<file path="src/rtl/triangle_area_seq.sv">
// Shoelace-formula sequencer: drives a shared external MAC through two passes of three
// products and reports |sum1 - sum2| as the doubled triangle area.
module triangle_area_seq #(
   parameter int unsigned COORD_W = 10,
   parameter int unsigned ACC_W   = 2*COORD_W+2
) (
   input  logic               clk,
   input  logic               reset,
   input  logic               start,
   input  logic [COORD_W-1:0] x0,
   input  logic [COORD_W-1:0] y0,
   input  logic [COORD_W-1:0] x1,
   input  logic [COORD_W-1:0] y1,
   input  logic [COORD_W-1:0] x2,
   input  logic [COORD_W-1:0] y2,
   output logic               ready,
   output logic               busy,
   output logic [COORD_W-1:0] mac_x,
   output logic [COORD_W-1:0] mac_y,
   output logic               mac_en,
   output logic               mac_clr,
   input  logic [ACC_W-1:0]   mac_acc,
   output logic               done,
   output logic [ACC_W-1:0]   area2,
   output logic [ACC_W-2:0]   area,
   output logic               half,
   output logic               degenerate
);

   typedef enum logic [3:0] {
      S_IDLE = 4'd0,
      S_CLR  = 4'd1,
      S_P1A  = 4'd2,
      S_P1B  = 4'd3,
      S_P1C  = 4'd4,
      S_CAP1 = 4'd5,
      S_P2A  = 4'd6,
      S_P2B  = 4'd7,
      S_P2C  = 4'd8,
      S_CAP2 = 4'd9,
      S_DONE = 4'd10
   } state_e;

   state_e state_q, state_d;

   logic [COORD_W-1:0] vx0_q, vy0_q, vx1_q, vy1_q, vx2_q, vy2_q;
   logic [COORD_W-1:0] vx0_d, vy0_d, vx1_d, vy1_d, vx2_d, vy2_d;
   logic [ACC_W-1:0]   sum1_q, sum1_d;
   logic [ACC_W-1:0]   area2_q, area2_d;
   logic [ACC_W-2:0]   area_q, area_d;
   logic               half_q, half_d;
   logic               degen_q, degen_d;

   logic               accept;
   logic [ACC_W-1:0]   diff;

   assign accept = start && (state_q == S_IDLE);

   // State register
   always_ff @(posedge clk) begin
      if (reset) state_q <= S_IDLE;
      else       state_q <= state_d;
   end

   // Next-state: fixed 11-cycle walk once a request is accepted
   always_comb begin
      state_d = state_q;
      case (state_q)
         S_IDLE:  if (accept) state_d = S_CLR;
         S_CLR:   state_d = S_P1A;
         S_P1A:   state_d = S_P1B;
         S_P1B:   state_d = S_P1C;
         S_P1C:   state_d = S_CAP1;
         S_CAP1:  state_d = S_P2A;
         S_P2A:   state_d = S_P2B;
         S_P2B:   state_d = S_P2C;
         S_P2C:   state_d = S_CAP2;
         S_CAP2:  state_d = S_DONE;
         S_DONE:  state_d = S_IDLE;
         default: state_d = S_IDLE;
      endcase
   end

   // Moore outputs; reset forces a MAC clear so the external accumulator restarts clean
   always_comb begin
      ready   = 1'b0;
      busy    = 1'b1;
      done    = 1'b0;
      mac_en  = 1'b0;
      mac_clr = 1'b0;
      mac_x   = '0;
      mac_y   = '0;
      case (state_q)
         S_IDLE: begin
            ready = 1'b1;
            busy  = 1'b0;
         end
         S_CLR:  mac_clr = 1'b1;
         S_P1A:  begin mac_en = 1'b1; mac_x = vx0_q; mac_y = vy1_q; end
         S_P1B:  begin mac_en = 1'b1; mac_x = vx1_q; mac_y = vy2_q; end
         S_P1C:  begin mac_en = 1'b1; mac_x = vx2_q; mac_y = vy0_q; end
         S_CAP1: mac_clr = 1'b1;
         S_P2A:  begin mac_en = 1'b1; mac_x = vx1_q; mac_y = vy0_q; end
         S_P2B:  begin mac_en = 1'b1; mac_x = vx2_q; mac_y = vy1_q; end
         S_P2C:  begin mac_en = 1'b1; mac_x = vx0_q; mac_y = vy2_q; end
         S_CAP2: ;
         S_DONE: done = 1'b1;
         default: begin
            ready = 1'b0;
            busy  = 1'b0;
         end
      endcase
      if (reset) mac_clr = 1'b1;
   end

   // Sums never exceed 3*(2^COORD_W-1)^2, so the magnitude difference cannot wrap
   assign diff = (mac_acc >= sum1_q) ? (mac_acc - sum1_q) : (sum1_q - mac_acc);

   // Datapath next-state: vertex capture, pass-1 sum, final results
   always_comb begin
      vx0_d   = vx0_q;
      vy0_d   = vy0_q;
      vx1_d   = vx1_q;
      vy1_d   = vy1_q;
      vx2_d   = vx2_q;
      vy2_d   = vy2_q;
      sum1_d  = sum1_q;
      area2_d = area2_q;
      area_d  = area_q;
      half_d  = half_q;
      degen_d = degen_q;
      if (accept) begin
         vx0_d = x0;
         vy0_d = y0;
         vx1_d = x1;
         vy1_d = y1;
         vx2_d = x2;
         vy2_d = y2;
      end
      if (state_q == S_CAP1) sum1_d = mac_acc;
      if (state_q == S_CAP2) begin
         area2_d = diff;
         area_d  = diff[ACC_W-1:1];
         half_d  = diff[0];
         degen_d = (diff == '0);
      end
   end

   always_ff @(posedge clk) begin
      if (reset) begin
         vx0_q   <= '0;
         vy0_q   <= '0;
         vx1_q   <= '0;
         vy1_q   <= '0;
         vx2_q   <= '0;
         vy2_q   <= '0;
         sum1_q  <= '0;
         area2_q <= '0;
         area_q  <= '0;
         half_q  <= 1'b0;
         degen_q <= 1'b0;
      end else begin
         vx0_q   <= vx0_d;
         vy0_q   <= vy0_d;
         vx1_q   <= vx1_d;
         vy1_q   <= vy1_d;
         vx2_q   <= vx2_d;
         vy2_q   <= vy2_d;
         sum1_q  <= sum1_d;
         area2_q <= area2_d;
         area_q  <= area_d;
         half_q  <= half_d;
         degen_q <= degen_d;
      end
   end

   assign area2      = area2_q;
   assign area       = area_q;
   assign half       = half_q;
   assign degenerate = degen_q;

endmodule
</file>
<file path="config.mk">
export PLATFORM = sky130hd
export DESIGN_NAME = triangle_area_seq
export DESIGN_NICKNAME = d
export VERILOG_FILES = /design/src/rtl/triangle_area_seq.sv
export SDC_FILE = /design/constraint.sdc
export NUM_CORES = 1
export LEC_CHECK = 0
export BUFFER_PORTS_ARGS = -buffer_cell sky130_fd_sc_hd__buf_4
export CAP_MARGIN = 20
export CORE_ASPECT_RATIO = 0.6
export CORE_MARGIN = 3
export CORE_UTILIZATION = 35
export CTS_BUF_LIST = sky130_fd_sc_hd__clkbuf_2
export CTS_CLUSTER_DIAMETER = 80
export DETAILED_ROUTE_END_ITERATION = 8
export GPL_TIMING_DRIVEN = 0
export PLACE_DENSITY = 0.54
export SLEW_MARGIN = 10
export SYNTH_ARGS = -nofsm -noshare
export SYNTH_HDL_FRONTEND = slang
export SYNTH_SLANG_ARGS = --single-unit
</file>
<file path="constraint.sdc">
create_clock -name clk -period 3.92 [get_ports clk]
set_input_delay 0.588 -clock clk [delete_from_list [all_inputs] [get_ports clk]]
set_output_delay 0.588 -clock clk [all_outputs]
set_load 0.05 [all_outputs]
</file>
==> impl_metrics.toml, run 1 <==
[cts]
clkTransAtPathRegs_ps = 310
cts_buffers = 9
cts_htree_levels = 3
holdBufCountCts = 0
clock_latency_ps = 640
cts-root-buf = "clkbuf_2"
cts_buffer_depth = 2
clock-sinks = 109
cts_tree = "done"

[worst_hold_path]
holdPathEnd = "vy0_q[3]"
hold_path_depth = 3
hold_path_class = "in2reg"
holdCritStartpoint = "y0[3]"

[outcome]
outcome = "finished clean"

[place]
gp_congestion = 0.8561
dp_hpwl_um = 17760
dpl.cell_count = 1282
port_buffers = 153
placed_area_um2 = 8079

[sta]
hold_violations = 0
final.min_clock_period_ps = 3697
setup_viol = 0
skew_ps = 21.13
max_slew_margin = 0.4304
worst_pin_slew_ps = 851.3
finalCritPeriodShare = 0.9431
slew_viol_final = 0
clock.fmax_mhz = 270.5
fin_setup_tns_ps = 0

[power_and_ir_drop]
total_power_w = 0.002704
swShare = 0.3756
power_frac_seq = 0.454
p_int_w = 0.001688
power.leakage_nw = 3.738
p_comb_frac = 0.317
power_density_nw_per_um2 = 324.3
power_frac_clock = 0.229
switchingPower_w = 0.001016
peakVddDrop_uv = 184.4

[global_routing]
grtUsageMet1 = 0.3597
grt_pass1_vias = 5990
antenna_found_initial = 0
use_met2 = 0.2611
grt_most_used_layer = "met1"
grt_max_degree = 19
grt_overflow = 0
grt_pass1_wl_um = 34080
grtUsageMet3 = 0.04469
grtUsageTotal = 0.2106

[cells_and_area]
drive_gt1_frac = 0.2147
area.growth.synth_to_final_pct = 25.87
nets = 1187
antenna_cells = 0
final_design_area_no_fill_um2 = 8339
fin_util = 0.4556
final_cells = 1302

[routing]
vias = 6687
wl_um = 22260
vias_per_cell = 5.136
wl_per_cell_um = 17.10
drc = 0
drtPass1Iterations = 6
antenna_left = 0
drtIter0Drc = 676

[synthesis]
syn_avg_cell_area_um2 = 7.452
synth_edf_count = 0
synth_cell_type_count = 56
syn-cell-area_um2 = 6625
synth_nets = 1019
yosysSeqAreaShare = 0.3294
syn-instance-count = 889
ys_warn_count = 0
synth-async-reset-ratio = 0
synthFlopType = "dfxtp_1"
synth-seq-cells = 109

[setup_path]
crit_cells = 14
crit_chain = "ha_1 > fa_1 > nor2b_1 > a32oi_1 > a21o_1 > a2111o_1 > nand2_2 > buf_6 > mux2i_4 > xnor2_2 > nand4_1 > nor4_2 > nand4_1 > o31ai_2"
critPathSlowestCell = "a2111o_1"
end_kind = "register"
r2r_slack_ps = 220
path_max_fanout = 10
cp.arrival_ps = 4290
r2r_cells = 14
critPathMaxStageDelay_ps = 440
required_ps = 4520
path_class = "reg2reg"
critical_path.most_common_cell = "nand4_1"
crit_family = "compound AO/OA/AOI/OAI gates"
path_buf_inv = 1
worst_r2r_endpoint = "degenerate"
r2r_start = "sum1_q[0]"
critPathLaunchType = "register"

[floorplan]
pin_count = 155
die_w_um = 183.6
die_area_um2 = 20670
core_area_um2 = 18310
start_util = 0.3619
core.rowCount = 38
die_h_um = 112.6

[run]
drv_cap = 0
==> sequential cells by signal (all words and copies together), names as in the netlist <==
register    flops
area2          22
vy2_q          10
vy0_q          10
vx0_q          10
vy1_q          10
sum1_q         22
state_q         4
vx1_q          10
vx2_q          10
degenerate      1
==> cells by family after synthesis <==
kind of cell             after synthesis  share of synthesized area
flip-flops                           109                     0.3294
AO/OA/AOI/OAI                        256                     0.2499
adder cells (fa/ha/maj)               45                    0.08725
buffers and inverters                148                    0.09839
multiplexers                          10                    0.01511
XOR/XNOR                              22                    0.02908
AND/OR/NAND/NOR                      299                     0.1909
==> tightest hold or removal path: stages <==
cell and delay (ps):
buf_4 110, nand2_1 40, a21oi_1 50
==> timing repair <==
item / 4_1_cts / 5_1_grt
buffers inserted: 0 / 6
endpoints found under the setup margin: 1 / 1
cloned: 0 / 0
resized for setup: 3 / 19
pin swaps: 0 / 4
==> how the worst max path moves through the flow <==
stage	to	slack (ps)	startpoint
after global placement	degenerate	-490	mac_acc[17]
after floorplan	degenerate	420	mac_acc[0]
after global routing	degenerate	-70	sum1_q[10]
after detailed placement	degenerate	-470	mac_acc[10]
after CTS	degenerate	30	sum1_q[14]
final	degenerate	220	sum1_q[0]
==> routing by layer <==
layer,wire [um],vias up
met1,12500,3090
met4,142,0
li1,-,3362
met2,8045,225
met3,1577,10
met5,0,-
==> layout make-up <==
type	instances	area, um^2
flip-flops and latches	109	2182
fillers	1923	9966
multi-input cells	632	3866
repair buffers	159	1194
plain buffers	76	391.6
clock inverters	7	97.59
clock buffers	9	45.04
well taps	240	300.3
inverters	70	262.8
==> power by group through the flow <==
stage               clock [W]  sequential [W]  combinational [W]
finish               0.000621         0.00123           0.000856
global route         0.000685         0.00124           0.000942
CTS                  0.000648         0.00123           0.000834
detailed placement          0         0.00125           0.000829
global placement            0         0.00124           0.000825
floorplan                   0         0.00123           0.000533
==> cells in the final DEF (no fill, tap or decap), drive strengths merged, types with 9 or more instances in the layout <==
| cell type | count |
|---|---|
| a222oi | 20 |
| a211oi | 21 |
| dfxtp | 109 |
| nor2 | 34 |
| clkbuf | 50 |
| o21ai | 32 |
| nand3 | 14 |
| a21oi | 121 |
| nand4 | 9 |
| a21o | 22 |
| ha | 43 |
| xor2 | 12 |
| xnor2 | 10 |
| nand2 | 199 |
| mux2i | 10 |
| inv | 72 |
| buf | 194 |
==> synth_stat cells (all sizes together) (2+ instances only) <==
cell type	count	share of area
o21ai	32	0.024
a21oi	121	0.091
nor2	34	0.019
nor4	3	0.0028
a2111oi	2	0.0055
nor3	7	0.0053
o21a	6	0.0068
fa	2	0.0060
xor2	12	0.016
nand2b	7	0.0066
a21o	22	0.025
inv	70	0.040
a221oi	2	0.0036
xnor2	10	0.013
o31a	2	0.0026
a22oi	3	0.0034
or2	2	0.0019
nor2b	6	0.0057
nand2	199	0.11
a222oi	20	0.030
a31oi	3	0.0028
nand4	9	0.0085
mux2i	10	0.015
or3	3	0.0028
nand3	14	0.011
o211a	3	0.0045
ha	43	0.081
and2	7	0.0066
buf	35	0.034
a211oi	21	0.024
clkbuf	43	0.024
dfxtp	109	0.33
a41oi	2	0.0026
and3	7	0.0066
o21bai	2	0.0023
==> metrics by stage <==
stage          hold WS (ps)  setup WS [ps]
6_report              143.8          223.2
5_1_grt               78.42         -68.21
2_1_floorplan         435.7          423.5
3_5_place_dp          446.6         -473.4
3_3_place_gp          442.3         -494.0
4_1_cts               86.72          27.03
No activity file was read; power rests on OpenSTA's default activity.
==> run 2: changes to the inputs <==
--- a/config.mk
+++ b/config.mk
@@ -5,16 +5,16 @@
 export SDC_FILE = /design/constraint.sdc
 export NUM_CORES = 1
 export LEC_CHECK = 0
-export BUFFER_PORTS_ARGS = -buffer_cell sky130_fd_sc_hd__buf_4
 export CAP_MARGIN = 20
 export CORE_ASPECT_RATIO = 0.6
-export CORE_MARGIN = 3
+export CORE_MARGIN = 2
 export CORE_UTILIZATION = 35
 export CTS_BUF_LIST = sky130_fd_sc_hd__clkbuf_2
 export CTS_CLUSTER_DIAMETER = 80
 export DETAILED_ROUTE_END_ITERATION = 8
+export DONT_BUFFER_PORTS = 1
 export GPL_TIMING_DRIVEN = 0
-export PLACE_DENSITY = 0.54
+export PLACE_DENSITY = 0.49
 export SLEW_MARGIN = 10
 export SYNTH_ARGS = -nofsm -noshare
 export SYNTH_HDL_FRONTEND = slang
==> constraint.sdc (replaced) <==
create_clock -name clk -period 3.2 [get_ports clk]
set_input_delay 0.48 -clock clk [delete_from_list [all_inputs] [get_ports clk]]
set_output_delay 0.48 -clock clk [all_outputs]
set_load 0.05 [all_outputs]
==> run 2 against run 1 <==
Effect of this change:
- the run now ends with negative setup slack left
- fmax rose by 8.2%
- sequential cell count did not move
- wire length rose by 2.3%
- register-to-register slack got worse by 440 ps
- critical endpoint unchanged
==> impl_metrics.toml, run 2 (same netlist as run 1, synthesis figures left out) <==
[sta]
finalCritPeriodShare = 1.067
final.min_clock_period_ps = 3415
hold_violations = 0
fin_ws_ps = -215.4
clock.fmax_mhz = 292.8
setup_viol = 1
worst_pin_slew_ps = 1115
skew_ps = 47.95
max_slew_margin = 0.2592
rsz0062_at_grt = "true"
slew_viol_final = 0

[power_and_ir_drop]
power_density_nw_per_um2 = 400.1
swShare = 0.3794
total_power_w = 0.003394
p_int_w = 0.002106
power_frac_clock = 0.226
power.leakage_nw = 3.457
peakVddDrop_uv = 214.5
power_frac_seq = 0.448
switchingPower_w = 0.001288
p_comb_frac = 0.326

[routing]
wl_per_cell_um = 18.15
drtIter0Drc = 671
vias = 6604
drtPass1Iterations = 6
antenna_left = 0
wl_um = 22780
drc = 0
vias_per_cell = 5.262

[cts]
clock_latency_ps = 720
clock-sinks = 109
cts_tree = "done"
cts_buffer_depth = 2
cts-root-buf = "clkbuf_2"
cts_htree_levels = 3
clkTransAtPathRegs_ps = 340
cts_buffers = 9

[setup_path]
r2r_cells = 14
cp.arrival_ps = 4100
critPathLaunchType = "register"
path_max_fanout = 5
path_class = "reg2reg"
required_ps = 3880
end_kind = "register"

[run]
drv_cap = 0

[cells_and_area]
final_cell_mix = "nand2_1, a21oi_1, dfxtp_1, dlygate4sd3_1, buf_4"
final_common_cell = "nand2_1"
nFillCells = 1864
regArea_um2 = 2198
area.growth.synth_to_final_pct = 28.05
antenna_cells = 0
fin_util = 0.4634
drive_gt1_frac = 0.1695
nets = 1140
multi_input_area_um2 = 4091

[global_routing]
grt_max_degree = 18
grtUsageMet1 = 0.3681
grt_overflow = 0
antenna_found_initial = 0
grtUsageMet3 = 0.05805
grt_pass1_wl_um = 35290
use_met2 = 0.2863
grt_most_used_layer = "met1"
grtUsageTotal = 0.2257
grt_pass1_vias = 6260

[floorplan]
start_util = 0.3619
die_area_um2 = 20080
core_area_um2 = 18310
die_h_um = 110.6
core.rowCount = 38
pin_count = 155
die_w_um = 181.6

[place]
port_buffers = 0
dp_hpwl_um = 17170
gp_congestion = 0.8643

[outcome]
violations = "negative setup slack"
outcome = "complete, but fails checks"

[worst_hold_path]
hold_path_class = "in2reg"
hold_path_depth = 3
[run 2: critical path, stage by stage (launching register included)]
cell	delay [ps]
dfxtp_2	400
ha_2	180
fa_2	350
nor2b_2	150
a32oi_2	90
a21o_1	240
a2111o_1	430
nand2_2	150
buf_8	150
mux2i_4	250
xnor2_2	180
nand4_1	170
nor4_2	310
nand4_1	140
o31ai_2	180
[run 2: stage by stage]
step	setup WS, ps	hold slack (ps)	std cells	cell area (um^2)	TNS (ps)
after CTS	-275.7	32.68	1237	8173	-275.7
final	-215.4	86.58	1255	8483	-215.4
after global routing	-348.9	29.27	1255	8483	-634.4
after floorplan	-143.9	435.7	889	6631	-143.9
after global placement	-1088	445.4	1129	6932	-6444
after detailed placement	-1024	445.6	1129	6950	-5457
[run 2: worst paths after layout]
path | startpoint | endpoint | slack [ps]
max reg2reg | sum1_q[0] | degenerate | -220
max | sum1_q[0] | degenerate | -220
min | mac_acc[0] | area2[0] | 90
min reg2reg | vx1_q[5] | vx1_q[5] | 470
[run 2: power by group through the flow]
stage,Combinational [W],Sequential [W],Clock (W)
3_5_place_dp,0.000889,0.00153,0
4_1_cts,0.00102,0.00151,0.000793
6_report,0.00111,0.00152,0.000767
2_1_floorplan,0.000654,0.00151,0
3_3_place_gp,0.000878,0.00153,0
5_1_grt,0.00120,0.00153,0.000851
[run 2: timing repair]
action / 4_1_cts / 5_1_grt
endpoints found under the setup margin: 33 / 29
hold buffers: 83 / 0
setup buffers: 12 / 20
pin swaps: 12 / 23
resized for setup: 65 / 49
endpoints found under the hold margin: 83 / 0
[run 2: final cells by class]
class / instances / area share
Multi-Input combinational cell: 632 / 0.4823
Sequential cell: 109 / 0.2591
Timing Repair Buffer: 115 / 0.1277
Buffer: 73 / 0.04867
Tap cell: 240 / 0.03540
Inverter: 70 / 0.03097
Clock inverter: 7 / 0.01047
Clock buffer: 9 / 0.005310
[run 2: routing by layer]
metal | share of wire | vias to the layer above
li1 | - | 3273
met1 | 0.56 | 3085
met2 | 0.36 | 233
met3 | 0.075 | 13
met4 | 0.0083 | 0
met5 | 0 | -
